===== config.mk =====
export PLATFORM = sky130hd
export DESIGN_NAME = arm_alu_sequencer
export DESIGN_NICKNAME = d
export VERILOG_FILES = /design/src/rtl/arm_alu_pkg.sv /design/src/rtl/arm_alu_op_class.sv /design/src/rtl/arm_alu_sequencer.sv
export SDC_FILE = /design/constraint.sdc
export NUM_CORES = 1
export LEC_CHECK = 0
export BUFFER_PORTS_ARGS = -buffer_cell sky130_fd_sc_hd__buf_2
export CAP_MARGIN = 20
export CORE_AREA = 2 2 144 90
export CTS_BUF_LIST = sky130_fd_sc_hd__clkbuf_16
export CTS_CLUSTER_DIAMETER = 40
export DETAILED_ROUTE_END_ITERATION = 10
export DIE_AREA = 0 0 146 92
export PLACE_DENSITY = 0.79
export SYNTH_ARGS = -nofsm -noshare
export SYNTH_HDL_FRONTEND = slang
export SYNTH_HIERARCHICAL = 1
export SYNTH_SLANG_ARGS = --single-unit

===== constraint.sdc =====
create_clock -name CLK -period 4.9 [get_ports CLK]
set_clock_uncertainty 0.15 [all_clocks]
set_input_delay 0.98 -clock CLK [delete_from_list [all_inputs] [get_ports CLK]]
set_output_delay 0.98 -clock CLK [all_outputs]
set_load 0.02 [all_outputs]

===== src/rtl/arm_alu_pkg.sv =====
// Shared definitions for the ARM ALU sequencer: opcodes, FSM states, NZCV bit positions
// and the opcode classification bundle.
package arm_alu_pkg;

  localparam logic [4:0] OP_AND    = 5'b00000;
  localparam logic [4:0] OP_EOR    = 5'b00001;
  localparam logic [4:0] OP_SUB    = 5'b00010;
  localparam logic [4:0] OP_RSB    = 5'b00011;
  localparam logic [4:0] OP_ADD    = 5'b00100;
  localparam logic [4:0] OP_ADC    = 5'b00101;
  localparam logic [4:0] OP_SBC    = 5'b00110;
  localparam logic [4:0] OP_RSC    = 5'b00111;
  localparam logic [4:0] OP_TST    = 5'b01000;
  localparam logic [4:0] OP_TEQ    = 5'b01001;
  localparam logic [4:0] OP_CMP    = 5'b01010;
  localparam logic [4:0] OP_CMN    = 5'b01011;
  localparam logic [4:0] OP_ORR    = 5'b01100;
  localparam logic [4:0] OP_RSV    = 5'b01101;
  localparam logic [4:0] OP_BIC    = 5'b01110;
  localparam logic [4:0] OP_MVN    = 5'b01111;
  localparam logic [4:0] OP_BYPASS = 5'b10000;
  localparam logic [4:0] OP_INC    = 5'b10001;

  localparam int FLAG_N = 3;
  localparam int FLAG_Z = 2;
  localparam int FLAG_C = 1;
  localparam int FLAG_V = 0;

  typedef enum logic [2:0] {
    ST_IDLE,
    ST_RD_A,
    ST_RD_B,
    ST_EXEC,
    ST_WB
  } state_t;

  typedef struct packed {
    logic legal;
    logic uses_a;
    logic writes_rd;
    logic forces_s;
  } op_class_t;

endpackage


===== src/rtl/arm_alu_op_class.sv =====
// Combinational opcode classifier: legality, whether operand A is read, whether Rd is
// written back, and whether flags are updated regardless of the S bit.
import arm_alu_pkg::*;

module arm_alu_op_class #(
  parameter int OP_W = 5
) (
  input  logic [OP_W-1:0] op,
  output op_class_t       cls
);

  logic is_compare;

  always_comb begin
    is_compare    = (op == OP_W'(OP_TST)) || (op == OP_W'(OP_TEQ)) ||
                    (op == OP_W'(OP_CMP)) || (op == OP_W'(OP_CMN));
    cls           = '0;
    // 01101 is the one hole below INC; everything above INC is unused encoding space
    cls.legal     = (op <= OP_W'(OP_INC)) && (op != OP_W'(OP_RSV));
    cls.uses_a    = !((op == OP_W'(OP_MVN)) || (op == OP_W'(OP_BYPASS)));
    cls.writes_rd = !is_compare;
    cls.forces_s  = is_compare;
  end

endmodule


===== src/rtl/arm_alu_sequencer.sv =====
// Multi-cycle controller running one decoded data-processing instruction through the
// external ALU: operand reads, execute, write-back and NZCV update.
import arm_alu_pkg::*;

module arm_alu_sequencer #(
  parameter int DATA_W = 32,
  parameter int REG_AW = 4,
  parameter int OP_W   = 5
) (
  input  logic              CLK,
  input  logic              RESET_N,
  input  logic              REQ_VALID,
  output logic              REQ_READY,
  input  logic [OP_W-1:0]   REQ_OP,
  input  logic              REQ_S,
  input  logic [REG_AW-1:0] REQ_RN,
  input  logic [REG_AW-1:0] REQ_RM,
  input  logic [REG_AW-1:0] REQ_RD,
  input  logic              REQ_IMM_SEL,
  input  logic [DATA_W-1:0] REQ_IMM,
  output logic [REG_AW-1:0] RF_RADDR,
  input  logic [DATA_W-1:0] RF_RDATA,
  output logic              RF_WE,
  output logic [REG_AW-1:0] RF_WADDR,
  output logic [DATA_W-1:0] RF_WDATA,
  output logic [DATA_W-1:0] ALU_A,
  output logic [DATA_W-1:0] ALU_B,
  output logic [OP_W-1:0]   ALU_OP,
  output logic              ALU_S,
  output logic              ALU_OUT_EN,
  output logic [3:0]        ALU_FLAGS_IN,
  input  logic [DATA_W-1:0] ALU_RESULT,
  input  logic [3:0]        ALU_FLAGS_OUT,
  output logic [3:0]        FLAGS,
  output logic              DONE,
  output logic              ERR
);

  state_t            state;
  state_t            state_nxt;
  op_class_t         cls;
  logic              accept;

  logic [OP_W-1:0]   op_q;
  logic              s_eff_q;
  logic              writes_rd_q;
  logic              imm_sel_q;
  logic [REG_AW-1:0] rn_q;
  logic [REG_AW-1:0] rm_q;
  logic [REG_AW-1:0] rd_q;
  logic [DATA_W-1:0] a_q;
  logic [DATA_W-1:0] b_q;
  logic [DATA_W-1:0] res_q;
  logic [3:0]        fl_res_q;
  logic [3:0]        flags_q;
  logic              err_q;

  arm_alu_op_class #(.OP_W(OP_W)) u_class (
    .op  (REQ_OP),
    .cls (cls)
  );

  assign accept = REQ_VALID && (state == ST_IDLE);

  // Control and every register that is visible on an output port
  always_ff @(posedge CLK) begin
    if (!RESET_N) begin
      state   <= ST_IDLE;
      flags_q <= '0;
      err_q   <= 1'b0;
      op_q    <= '0;
      s_eff_q <= 1'b0;
      a_q     <= '0;
      b_q     <= '0;
    end else begin
      state <= state_nxt;
      err_q <= accept && !cls.legal;
      if (accept && cls.legal) begin
        op_q    <= REQ_OP;
        s_eff_q <= REQ_S || cls.forces_s;
        if (!cls.uses_a) a_q <= '0;
        if (REQ_IMM_SEL) b_q <= REQ_IMM;
      end
      if (state == ST_RD_A) a_q <= RF_RDATA;
      if (state == ST_RD_B) b_q <= RF_RDATA;
      if ((state == ST_WB) && s_eff_q) flags_q <= fl_res_q;
    end
  end

  // Internal latches only ever consumed in a later state, so they need no reset
  always_ff @(posedge CLK) begin
    if (accept && cls.legal) begin
      writes_rd_q <= cls.writes_rd;
      imm_sel_q   <= REQ_IMM_SEL;
      rn_q        <= REQ_RN;
      rm_q        <= REQ_RM;
      rd_q        <= REQ_RD;
    end
    if (state == ST_EXEC) begin
      res_q    <= ALU_RESULT;
      fl_res_q <= ALU_FLAGS_OUT;
    end
  end

  always_comb begin
    state_nxt  = state;
    REQ_READY  = 1'b0;
    RF_RADDR   = '0;
    RF_WE      = 1'b0;
    RF_WADDR   = '0;
    RF_WDATA   = '0;
    ALU_OUT_EN = 1'b0;
    ALU_S      = 1'b0;
    DONE       = 1'b0;
    case (state)
      ST_IDLE: begin
        REQ_READY = 1'b1;
        if (accept && cls.legal) begin
          if (cls.uses_a)       state_nxt = ST_RD_A;
          else if (REQ_IMM_SEL) state_nxt = ST_EXEC;
          else                  state_nxt = ST_RD_B;
        end
      end
      ST_RD_A: begin
        RF_RADDR  = rn_q;
        state_nxt = imm_sel_q ? ST_EXEC : ST_RD_B;
      end
      ST_RD_B: begin
        RF_RADDR  = rm_q;
        state_nxt = ST_EXEC;
      end
      ST_EXEC: begin
        ALU_OUT_EN = 1'b1;
        ALU_S      = s_eff_q;
        state_nxt  = ST_WB;
      end
      ST_WB: begin
        RF_WE     = writes_rd_q;
        RF_WADDR  = writes_rd_q ? rd_q : '0;
        RF_WDATA  = writes_rd_q ? res_q : '0;
        DONE      = 1'b1;
        state_nxt = ST_IDLE;
      end
      default: state_nxt = ST_IDLE;
    endcase
  end

  assign ALU_A        = a_q;
  assign ALU_B        = b_q;
  assign ALU_OP       = op_q;
  assign ALU_FLAGS_IN = flags_q;
  assign FLAGS        = flags_q;
  assign ERR          = err_q;

endmodule


Word-level counts from Yosys, hierarchy flattened
Index checks and enable logic that the tools add are counted.
- flip-flop bits (word level): 128
- logic and storage cells: 67
- muxes and demuxes: 21
- eq/ne operators: 12
- order comparisons: 1
- reductions and logical operators: 19
- operator list (operator ; number):
    $mux W32 ; 8
    $eq A5 B4 Y1 const B ; 5
    $pmux W3 S4 ; 1
    $mux W4 ; 2
    $pmux W4 S2 ; 1
    $reduce_bool A2 Y1 ; 4
    $mux W1 ; 7
    $eq A3 B2 Y1 const B ; 2
    $eq A5 B5 Y1 const B ; 1
    $le A5 B5 Y1 const B ; 1
    $logic_and A1 B1 Y1 ; 5
    $logic_or A1 B1 Y1 ; 5
    $ne A5 B4 Y1 const B ; 1
    $reduce_and A2 Y1 ; 2
    $eq A3 B1 Y1 const B ; 1
    $eq A3 B3 Y1 const B ; 1
    $logic_not A3 Y1 ; 1
    $mux W3 ; 1
    $logic_not A1 Y1 ; 2
    $mux W2 ; 1
    $ne A2 B1 Y1 const B ; 1

Depth between registers and ports, before layout
Gate-level depths: netlist of the first run.
- depth in word-level cells: 5
- depth in mapped cells: 8
- depth with buffers taken out: 5

By module
Netlist of the first run, hierarchy kept.
- modules (own cells, without submodules) (module ; area each (um2) ; sequential area each (um2) ; times used ; cells an instance):
    arm_alu_sequencer ; 5599.1 ; 3062.9 ; 1 ; 543
    arm_alu_op_class ; 71.3 ; 0.0 ; 1 ; 9

Worst setup path before layout of the first run
No wires, ideal clock.
- kind: register to output
- from: register state[0]
- to: output ALU_S
- stages on the path, launching flop included: 7
- arrival: 3.191 ns
- path slack: 0.579 ns
- cell sequence: dfxtp_1 buf_6 buf_2 clkbuf_1 nand2_1 nor2_1 and2_1
- longest elaborated chain between the ends: 2
- RTL lines (what ; RTL line ; text):
    start, declared ; arm_alu_sequencer.sv:39 ; state_t state;
    start signal, assigned ; arm_alu_sequencer.sv:76 ; state <= state_nxt;
    $eq A3 B2 Y1 ; arm_alu_sequencer.sv:115 ; case (state)
    $mux W1 ; arm_alu_sequencer.sv:115 ;
    end, declared ; arm_alu_sequencer.sv:29 ; output logic ALU_S,
Every way passes these cells.

Worst setup path after layout of the first run
Ends and elaborated chain as after synthesis.

==> results_dict.tcl, run 1 <==
set metrics [dict create \
    ys_seq_elements 128 \
    clock_latency_ps 410 \
    dieWidth_um 146 \
    ir_worst_vdd_mv 0.2229 \
    wire_per_inst_um 18.14 \
    ios 245 \
    vias_per_cell 5.722 \
    p_int_uw 2097 \
    synth_nets 674 \
    synth_xor_area_share_pct 0 \
    synth_top_family_by_area "compound AO/OA/AOI/OAI gates" \
    gp_congestion 0.8169 \
    startpoint_type "flip-flop" \
    antenna_cells 0 \
    finalCritPeriodShare_pct 78.66 \
    cts_tree "built" \
    track_usage_pct 24.92 \
    synthCells 552 \
    rsz0062_at_grt "no" \
    wl_mm 17.16 \
    cts_resized 0 \
    p_sw_uw 957.6 \
    drcViolationCount 0 \
    dr_total_vias 5413 \
    portBuffers 244 \
    end_kind "output port" \
    yosys-mux-area-fraction_pct 0.7061 \
    dieArea_um2 13430 \
    pwr-share-seq_pct 42.0 \
    drt_iter0_markers 446 \
    fin_ws_ps 1045 \
    synth-compound-area-share_pct 20.96 \
    arrival_ps 2720 \
    firstDrtPassIters 5 \
    antenna_found_initial 0 \
    synthAdderAreaFrac_pct 0 \
    synth_area_um2 5670 \
    start_util_pct 45.98 \
    cts_sinks 128 \
    swShare_pct 31.36 \
    powerDensity_nw_per_um2 409.6 \
    dp_slack_ps 1391 \
    cts.root.buffer_cell "clkbuf_16" \
    maxCapViolCount 0 \
    critPathRequiredTime_ps 3770 \
    ys_seq_area_share_pct 54.02 \
    ys.flop_type "dfxtp_1" \
    area_growth_pct 31.51 \
    relSlewSlack_pct 26.82 \
    synth-edff-count 50 \
    async_flop_share_pct 0 \
    fp.coreArea_um2 12330 \
    die_y_um 92 \
    worst_slew_pin_slew_ps 1083 \
    fill_cells 1049 \
    ctsHoldBuffers 0 \
    critPathKind "reg2out" \
    grt_max_degree 78 \
    dp_hpwl_mm 11.38 \
    fin_crit_ps 3855 \
    setup_viol 0 \
    rows 32 \
    grt_pass1_vias 5091 \
    hold_violations 0 \
    leakage_uw 0.003115 \
    max_freq_mhz 259.4 \
    cts_setup_buffers 0 \
    finalSetupTns_ps 0 \
    hold_class "reg2reg" \
    drive_gt1_share_pct 39.43 \
    detail-route-antenna-nets 0 \
    grt_pass1_wl_mm 26.41 \
    synth-simple-area-share_pct 18.45 \
    power_frac_comb_pct 18.5 \
    p_clk_share_pct 39.4 \
    h-tree-depth 4 \
    status "finished, final reports clean" \
    fin_nets 885 \
    grt.overflow.total 0 \
    slew_viol_final 0 \
    ys_types 38 \
    cts-buffers-inserted 17 \
    clockBufferDepth 2 \
    syn-mean-instance-area_um2 10.27 \
    cts.clk_slew.worst_paths_ps 60 \
    ys_warn_count 6 \
    critPathMaxFanout 44 \
]
-- final timing paths --
check,start,endpoint,slack [ps],depth (start not counted)
worst max-delay path,state[0],ALU_S,1050,6
worst min register to register,ALU_OP[1],ALU_OP[1],340,2
worst min-delay path,ALU_OP[1],ALU_OP[1],340,2
worst max register to register,state[2],ALU_FLAGS_IN[3],2170,4
-- power groups by stage --
| stage | combinational [uW] | sequential [uW] | clock (uW) |
|---|---|---|---|
| floorplan | 325 | 1340 | 0 |
| global placement | 543 | 1300 | 0 |
| detailed placement | 556 | 1300 | 0 |
| CTS | 560 | 1280 | 1220 |
| global route | 607 | 1290 | 1260 |
| finish | 566 | 1280 | 1200 |
-- critical path: stages (launching register included) --
cell,delay (ps)
dfxtp_2,630
buf_4,490
nand2_1,200
nor2_4,240
buf_4,400
and2_1,190
buf_2,160
-- state kept, by name, summed over array words and instances (netlist names) --
| register | count |
|---|---|
| ALU_B | 32 |
| state | 3 |
| rn_q | 4 |
| imm_sel_q | 1 |
| rm_q | 4 |
| ALU_FLAGS_IN | 4 |
| s_eff_q | 1 |
| fl_res_q | 4 |
| rd_q | 4 |
| ERR | 1 |
| ALU_OP | 5 |
| ALU_A | 32 |
| res_q | 32 |
| writes_rd_q | 1 |
-- stage by stage --
step                cell area [um2]  hold slack, ps  std cells  power, uW  util, %
finish                         7457           339.7        946       3054    60.47
detailed placement             6883           322.6        913       1858    55.81
global route                   7457           359.0        946       3164    60.47
floorplan                      5670           306.3        552       1668        -
global placement               6883           315.5        913       1839    55.81
CTS                            7446           336.0        945       3058    60.38
-- area by class of cell --
| class | count | area, um2 | area share (%) |
|---|---|---|---|
| Sequential cell | 128 | 3067 | 41.12 |
| Multi-Input combinational cell | 360 | 2306 | 30.92 |
| Timing Repair Buffer | 253 | 1292 | 17.33 |
| Clock buffer | 17 | 425.4 | 5.705 |
| Tap cell | 170 | 212.7 | 2.852 |
| Clock inverter | 15 | 137.6 | 1.846 |
| Inverter | 3 | 16.27 | 0.2181 |
-- metal layers --
metal | routed length (um) | track usage [%] | part of all wire, %
met1 | 7353 | 33.04 | 43
met2 | 7954 | 39.74 | 46
met3 | 1697 | 6.816 | 9.9
met4 | 150 | 8.414 | 0.87
met5 | 0 | 0 | 0
-- cells in the mapped netlist (2+ instances only) --
cell type  count  area [um2]
nor2_1        14       52.55
buf_4          6       45.04
o21a_1        32       240.2
o21ai_0        5       25.02
buf_2         14       70.07
nand3_2       10       100.1
mux2i_1        4       40.04
nor3_1         3       15.01
nand3_1       27       135.1
dfxtp_1       78        1562
a22oi_1       36       270.3
and3_1         2       12.51
edfxtp_1      50        1501
nand3b_1      33       247.7
and4b_1        2       20.02
inv_1          2       7.510
nor2b_1        2       12.51
clkbuf_1      34       127.6
o31a_1         2       17.52
and2_1        39       244.0
buf_6          2       22.52
nand2_1       35       131.4
buf_12         2       40.04
buf_1          3       11.26
a21oi_1       38       190.2
a31oi_1       65       406.6
-- cells in the final DEF, fill, tap and decap left out, drive strengths merged, types with 7 or more instances in the layout --
master	count
edfxtp	50
nand2	35
clkinv	8
nand3	37
inv	7
nor2	14
a22oi	36
and2	39
dfxtp	78
buf	253
a31oi	65
nand3b	33
o21a	32
a21oi	38
clkbuf	17
-- logic make-up (layout without fill, tap and decap cells) --
| family | after synthesis | count (layout) |
|---|---|---|
| compound gates | 181 | 181 |
| simple gates | 175 | 175 |
| flops | 128 | 128 |
| buf+inv | 64 | 288 |
| mux | 4 | 4 |
No activity file was read; power rests on OpenSTA's default activity.
==> run 2: changes to the inputs <==
--- a/config.mk
+++ b/config.mk
@@ -5,14 +5,15 @@
 export SDC_FILE = /design/constraint.sdc
 export NUM_CORES = 1
 export LEC_CHECK = 0
+export ABC_AREA = 1
 export BUFFER_PORTS_ARGS = -buffer_cell sky130_fd_sc_hd__buf_2
 export CAP_MARGIN = 20
-export CORE_AREA = 2 2 144 90
+export CORE_AREA = 2 2 148 92
 export CTS_BUF_LIST = sky130_fd_sc_hd__clkbuf_16
 export CTS_CLUSTER_DIAMETER = 40
 export DETAILED_ROUTE_END_ITERATION = 10
-export DIE_AREA = 0 0 146 92
-export PLACE_DENSITY = 0.79
+export DIE_AREA = 0 0 150 94
+export PLACE_DENSITY = 0.75
 export SYNTH_ARGS = -nofsm -noshare
 export SYNTH_HDL_FRONTEND = slang
 export SYNTH_HIERARCHICAL = 1
==> constraint.sdc (replaced) <==
create_clock -name CLK -period 3.5 [get_ports CLK]
set_clock_uncertainty 0.15 [all_clocks]
set_input_delay 0.7 -clock CLK [delete_from_list [all_inputs] [get_ports CLK]]
set_output_delay 0.7 -clock CLK [all_outputs]
set_load 0.02 [all_outputs]
==> run 2 against run 1 <==
Setup slack worse by 450 ps. Critical endpoint is now RF_RADDR[3]. First-iteration DRC count fell by 39%. Global-route usage fell by 3.3 points. Total power increased by 36%. Critical path depth is 1 lower. Synthesized cell count grew 13%.
==> results_dict.tcl, run 2 <==
set metrics [dict create \
    grt.overflow.total 0 \
    powerDensity_nw_per_um2 584.1 \
    grt_max_degree 46 \
    antenna_cells 0 \
    dp_slack_ps 678.7 \
    critPathRequiredTime_ps 2650 \
    wire_per_inst_um 14.84 \
    cts-buffers-inserted 17 \
    cts_sinks 128 \
    h-tree-depth 4 \
    fill_cells 1181 \
    fin_nets 976 \
    end_kind "output port" \
    async_flop_share_pct 0 \
    cts.clk_slew.worst_paths_ps 60 \
    finalSetupTns_ps 0 \
    min_from "ALU_A[13]" \
    dr_total_vias 4997 \
    drive_gt1_share_pct 33.91 \
    hold_ws_ps 308.3 \
    arrival_ps 2060 \
    grt_pass1_wl_mm 23.45 \
    dieArea_um2 14100 \
    yosys.area.top_type "dfxtp_1" \
    firstDrtPassIters 4 \
    rsz0062_at_grt "no" \
    cts.root.buffer_cell "clkbuf_16" \
    rows 32 \
    cts_tree "built" \
    reg2reg_depth 7 \
    drcViolationCount 0 \
    syn-mean-instance-area_um2 8.422 \
    placed_cells 1005 \
    leakage_uw 0.003507 \
    finalNonFillerCells 1037 \
    area_growth_pct 35.39 \
    synth-edff-count 50 \
    ios 245 \
    grt_pass1_vias 4519 \
    cts_resized 0 \
    detail-route-antenna-nets 0 \
    antenna_found_initial 0 \
    startpoint_type "flip-flop" \
    wl_mm 15.39 \
    portBuffers 244 \
    synthCells 625 \
    max_freq_mhz 343.9 \
    worstSetupStartpoint "state[1]" \
    hold_violations 0 \
    dp_hpwl_mm 10.69 \
    timing.rr.end "ALU_B[1]" \
    critPathMaxFanout 37 \
    fin_util_pct 56.33 \
    hold_class "reg2reg" \
    ys_seq_elements 128 \
    synth_area_um2 5264 \
    ir_worst_vdd_mv 0.3363 \
    drt_iter0_markers 270 \
    min_path_cells 2 \
    slew_viol_final 0 \
    layout_common_cells "buf_2, nand2_1, dfxtp_1, a21oi_1, nand3_1" \
    dieWidth_um 150 \
    track_usage_pct 21.64 \
    clock_latency_ps 390 \
    min_to "ALU_A[13]" \
    worst_slew_pin_slew_ps 744.6 \
    gp_congestion 0.7813 \
    fin_ws_ps 591.8 \
    status "finished, final reports clean" \
    ctsHoldBuffers 0 \
    ys_seq_area_share_pct 58.19 \
    fp.coreArea_um2 12650 \
    synth_nets 747 \
    reg2reg_slack_ps 880 \
    clockBufferDepth 2 \
    setup_viol 0 \
    vias_per_cell 4.819 \
    synth_top_area_share_pct 29.66 \
    fin_crit_ps 2908 \
    die_y_um 94 \
    finalCritPeriodShare_pct 83.09 \
    relSlewSlack_pct 50.30 \
    start_util_pct 41.60 \
    maxCapViolCount 0 \
    ys_warn_count 6 \
    ys.flop_type "dfxtp_1" \
    rr_startpoint "state[1]" \
    critPathKind "reg2out" \
    ys_top_cells_by_count "nand2_1, dfxtp_1, a21oi_1" \
    synth_area_leaders "dfxtp_1, edfxtp_1, nand2_1" \
    yosysMostFrequentCell "nand2_1" \
    final_common_cell "buf_2" \
    cts_setup_buffers 0 \
    ys_types 22 \
]
==> run 2: area by class of cell <==
class	instances	area (um2)	share of cell area (%)
timing repair buffer	251	1286	18.05
clock buffer	17	425.4	5.969
sequential	128	3063	42.98
clock inverter	15	146.4	2.054
multi-input combinational	402	1790	25.12
tap	170	212.7	2.985
inverter	54	202.7	2.844
==> run 2: critical path, stage by stage (launching register included) <==
cell and delay, ps:
dfxtp_1 340, buf_4 380, nand2_4 360, inv_1 250, a22o_1 160, buf_2 160
==> run 2: routing by layer <==
| layer | part of all wire (%) | track usage [%] | wire length [um] |
|---|---|---|---|
| met3 | 8.4 | 6.748 | 1292 |
| met5 | 0 | 0 | 0 |
| met1 | 47 | 30.18 | 7302 |
| met4 | 0.42 | 4.403 | 65 |
| met2 | 44 | 33.22 | 6725 |
==> run 2: stage by stage <==
step,power [uW],instance area (um2)
6_report,4163,7127
5_1_grt,4355,7127
4_1_cts,4186,7127
3_5_place_dp,2495,6555
3_3_place_gp,2482,6555
2_1_floorplan,2221,5275
==> run 2: worst max-delay path by stage <==
stage / to / slack (ps)
2_1_floorplan: ALU_S / 590
3_3_place_gp: ALU_B[5] / 740
3_5_place_dp: ALU_B[1] / 680
4_1_cts: RF_RADDR[0] / 570
5_1_grt: RF_RADDR[2] / 430
6_report: RF_RADDR[3] / 590
==> run 2: cell families after synthesis <==
group / after synthesis / share of synthesized area [%]
and+or+nand+nor: 321 / 25.81
AOI/OAI and AO/OA: 81 / 7.986
DFF: 128 / 58.19
buffers and inverters: 95 / 8.010
==> run 2: where the power goes <==
part	internal (uW)	leakage, uW	switching (uW)
combinational	236	0.00215	518
sequential	1660	0.00109	53.2
clock	1040	0.000270	654
==> run 3: changes to the inputs <==
--- a/config.mk
+++ b/config.mk
@@ -5,15 +5,15 @@
 export SDC_FILE = /design/constraint.sdc
 export NUM_CORES = 1
 export LEC_CHECK = 0
-export ABC_AREA = 1
+export ABC_AREA = 0
 export BUFFER_PORTS_ARGS = -buffer_cell sky130_fd_sc_hd__buf_2
 export CAP_MARGIN = 20
-export CORE_AREA = 2 2 148 92
+export CORE_AREA = 2 2 152 94
 export CTS_BUF_LIST = sky130_fd_sc_hd__clkbuf_16
 export CTS_CLUSTER_DIAMETER = 40
 export DETAILED_ROUTE_END_ITERATION = 10
-export DIE_AREA = 0 0 150 94
-export PLACE_DENSITY = 0.75
+export DIE_AREA = 0 0 154 96
+export PLACE_DENSITY = 0.76
 export SYNTH_ARGS = -nofsm -noshare
 export SYNTH_HDL_FRONTEND = slang
 export SYNTH_HIERARCHICAL = 1
==> constraint.sdc (replaced) <==
create_clock -name CLK -period 2.65 [get_ports CLK]
set_clock_uncertainty 0.15 [all_clocks]
set_input_delay 0.53 -clock CLK [delete_from_list [all_inputs] [get_ports CLK]]
set_output_delay 0.53 -clock CLK [all_outputs]
set_load 0.02 [all_outputs]
==> run 3 against run 2 <==
Global-route usage grew 0.69 points. Via count grew 4.8%. Sequential power grew 36%. Critical endpoint is now RF_RADDR[0]. Largest cell class unchanged. Largest power group is now clock.
==> results_dict.tcl, run 3 (same netlist as run 1, synthesis figures left out) <==
set metrics [dict create \
    pwr-share-seq_pct 38.9 \
    finalSetupTns_ps 0 \
    relSlewSlack_pct 53.04 \
    timing.rr.end "state[0]" \
    fill_cells 1194 \
    p_int_uw 4238 \
    multiInputGateArea_um2 2312 \
    antenna_cells 0 \
    wire_per_inst_um 17.51 \
    track_usage_pct 22.33 \
    dieWidth_um 154 \
    cts.root.buffer_cell "clkbuf_16" \
    startpoint_type "flip-flop" \
    die_y_um 96 \
    hold_class "in2reg" \
    p_sw_uw 1713 \
    slew_viol_final 0 \
    clock_latency_ps 400 \
    ctsHoldBuffers 0 \
    ir_worst_vdd_mv 0.3868 \
    swShare_pct 28.78 \
    max_freq_mhz 398.1 \
    seqCellArea_um2 3067 \
    antenna_found_initial 0 \
    layout_common_cells "buf_2, dfxtp_1, a31oi_1, edfxtp_1" \
    reg2reg_depth 6 \
    finalNonFillerCells 963 \
    grt_max_degree 49 \
    h-tree-depth 4 \
    cts.clk_slew.worst_paths_ps 60 \
    grt.overflow.total 0 \
    critPathKind "reg2out" \
    area_growth_pct 35.61 \
    clockBufferDepth 2 \
    drcViolationCount 0 \
    leakage_uw 0.003234 \
    cp_cell_sequence "buf_4 > nor2b_1 > a22oi_1 > nor2_1 > buf_2" \
    final_common_cell "buf_2" \
    fp.coreArea_um2 13420 \
    worst_slew_pin_slew_ps 703.4 \
    rows 33 \
    total_power_uw 5951 \
    reg2reg_slack_ps 510 \
    p_clk_share_pct 41.6 \
    rr_startpoint "state[0]" \
    critPathMaxFanout 11 \
    cts_tree "built" \
    start_util_pct 42.26 \
    dp_hpwl_mm 11.55 \
    gp_congestion 0.8554 \
    cts_sinks 128 \
    grt_pass1_vias 4810 \
    hold_violations 0 \
    wl_mm 16.86 \
    portBuffers 244 \
    powerDensity_nw_per_um2 773.9 \
    status "finished, final reports clean" \
    min_to "rn_q[2]" \
    dieArea_um2 14780 \
    critPathRequiredTime_ps 1970 \
    fin_crit_ps 2512 \
    cts-buffers-inserted 17 \
    drt_iter0_markers 278 \
    min_from "REQ_RN[2]" \
    end_kind "output port" \
    setup_viol 0 \
    cp.buffers_inverters 2 \
    power_frac_comb_pct 19.5 \
    cts_setup_buffers 0 \
    critPathTopFamily "simple AND/OR/NAND/NOR gates" \
    arrival_ps 1830 \
    grt_pass1_wl_mm 25.76 \
    vias_per_cell 5.439 \
    dr_total_vias 5238 \
    maxCapViolCount 0 \
    min_path_cells 1 \
    ios 245 \
    critPathMaxStageDelay_ps 440 \
    firstDrtPassIters 5 \
    detail-route-antenna-nets 0 \
    fin_util_pct 57.31 \
    finalCritPeriodShare_pct 94.78 \
    cp_slowest_cell "nor2b_1" \
    drive_gt1_share_pct 40.61 \
    rsz0062_at_grt "no" \
    placed_cells 931 \
    fin_nets 897 \
]
run 3: what timing repair did:
action,4_1_cts,5_1_grt
pin swaps,0,0
setup endpoints to repair,37,1
resized for setup,1,1
run 3: final cells by class:
type                       instances  area share [%]
clock buffer                      21           6.834
clock inverter                    11           1.578
inverter                           3          0.2115
multi-input combinational        360           30.07
sequential                       128           39.88
tap                              175           2.847
timing repair buffer             265           18.58
run 3: power groups by stage:
| stage | registers, uW | clock network [uW] | logic [uW] |
|---|---|---|---|
| 2_1_floorplan | 2480 | 0 | 604 |
| 3_3_place_gp | 2350 | 0 | 1140 |
| 3_5_place_dp | 2350 | 0 | 1150 |
| 4_1_cts | 2310 | 2520 | 1150 |
| 5_1_grt | 2330 | 2610 | 1250 |
| 6_report | 2320 | 2480 | 1160 |
run 3: worst max path at each step:
stage,to,cells after the start,startpoint,slack [ps]
final,RF_RADDR[0],5,state[1],140
after global routing,RF_RADDR[0],5,state[1],40
after CTS,RF_RADDR[0],5,state[0],110
after detailed placement,rm_q[2],6,REQ_OP[3],240
after global placement,rd_q[1],6,REQ_OP[3],300
after floorplan,ALU_S,6,state[0],70
run 3: through the flow:
step	area (um2)	setup slack (ps)	hold slack [ps]
CTS	7687	111.4	134.0
global route	7690	37.87	133.0
global placement	7039	299.3	316.7
detailed placement	7039	244.9	320.1
floorplan	5682	71.94	306.3
finish	7690	138.2	153.6
run 3: per-layer routing:
metal  GRT usage (%)  routed length [um]  vias up
li1                -                   -     2503
met1           31.65                7979     2476
met2           33.89                7447      245
met3           5.133                1284       14
met4           7.477                 149        0
met5               0                   0        -
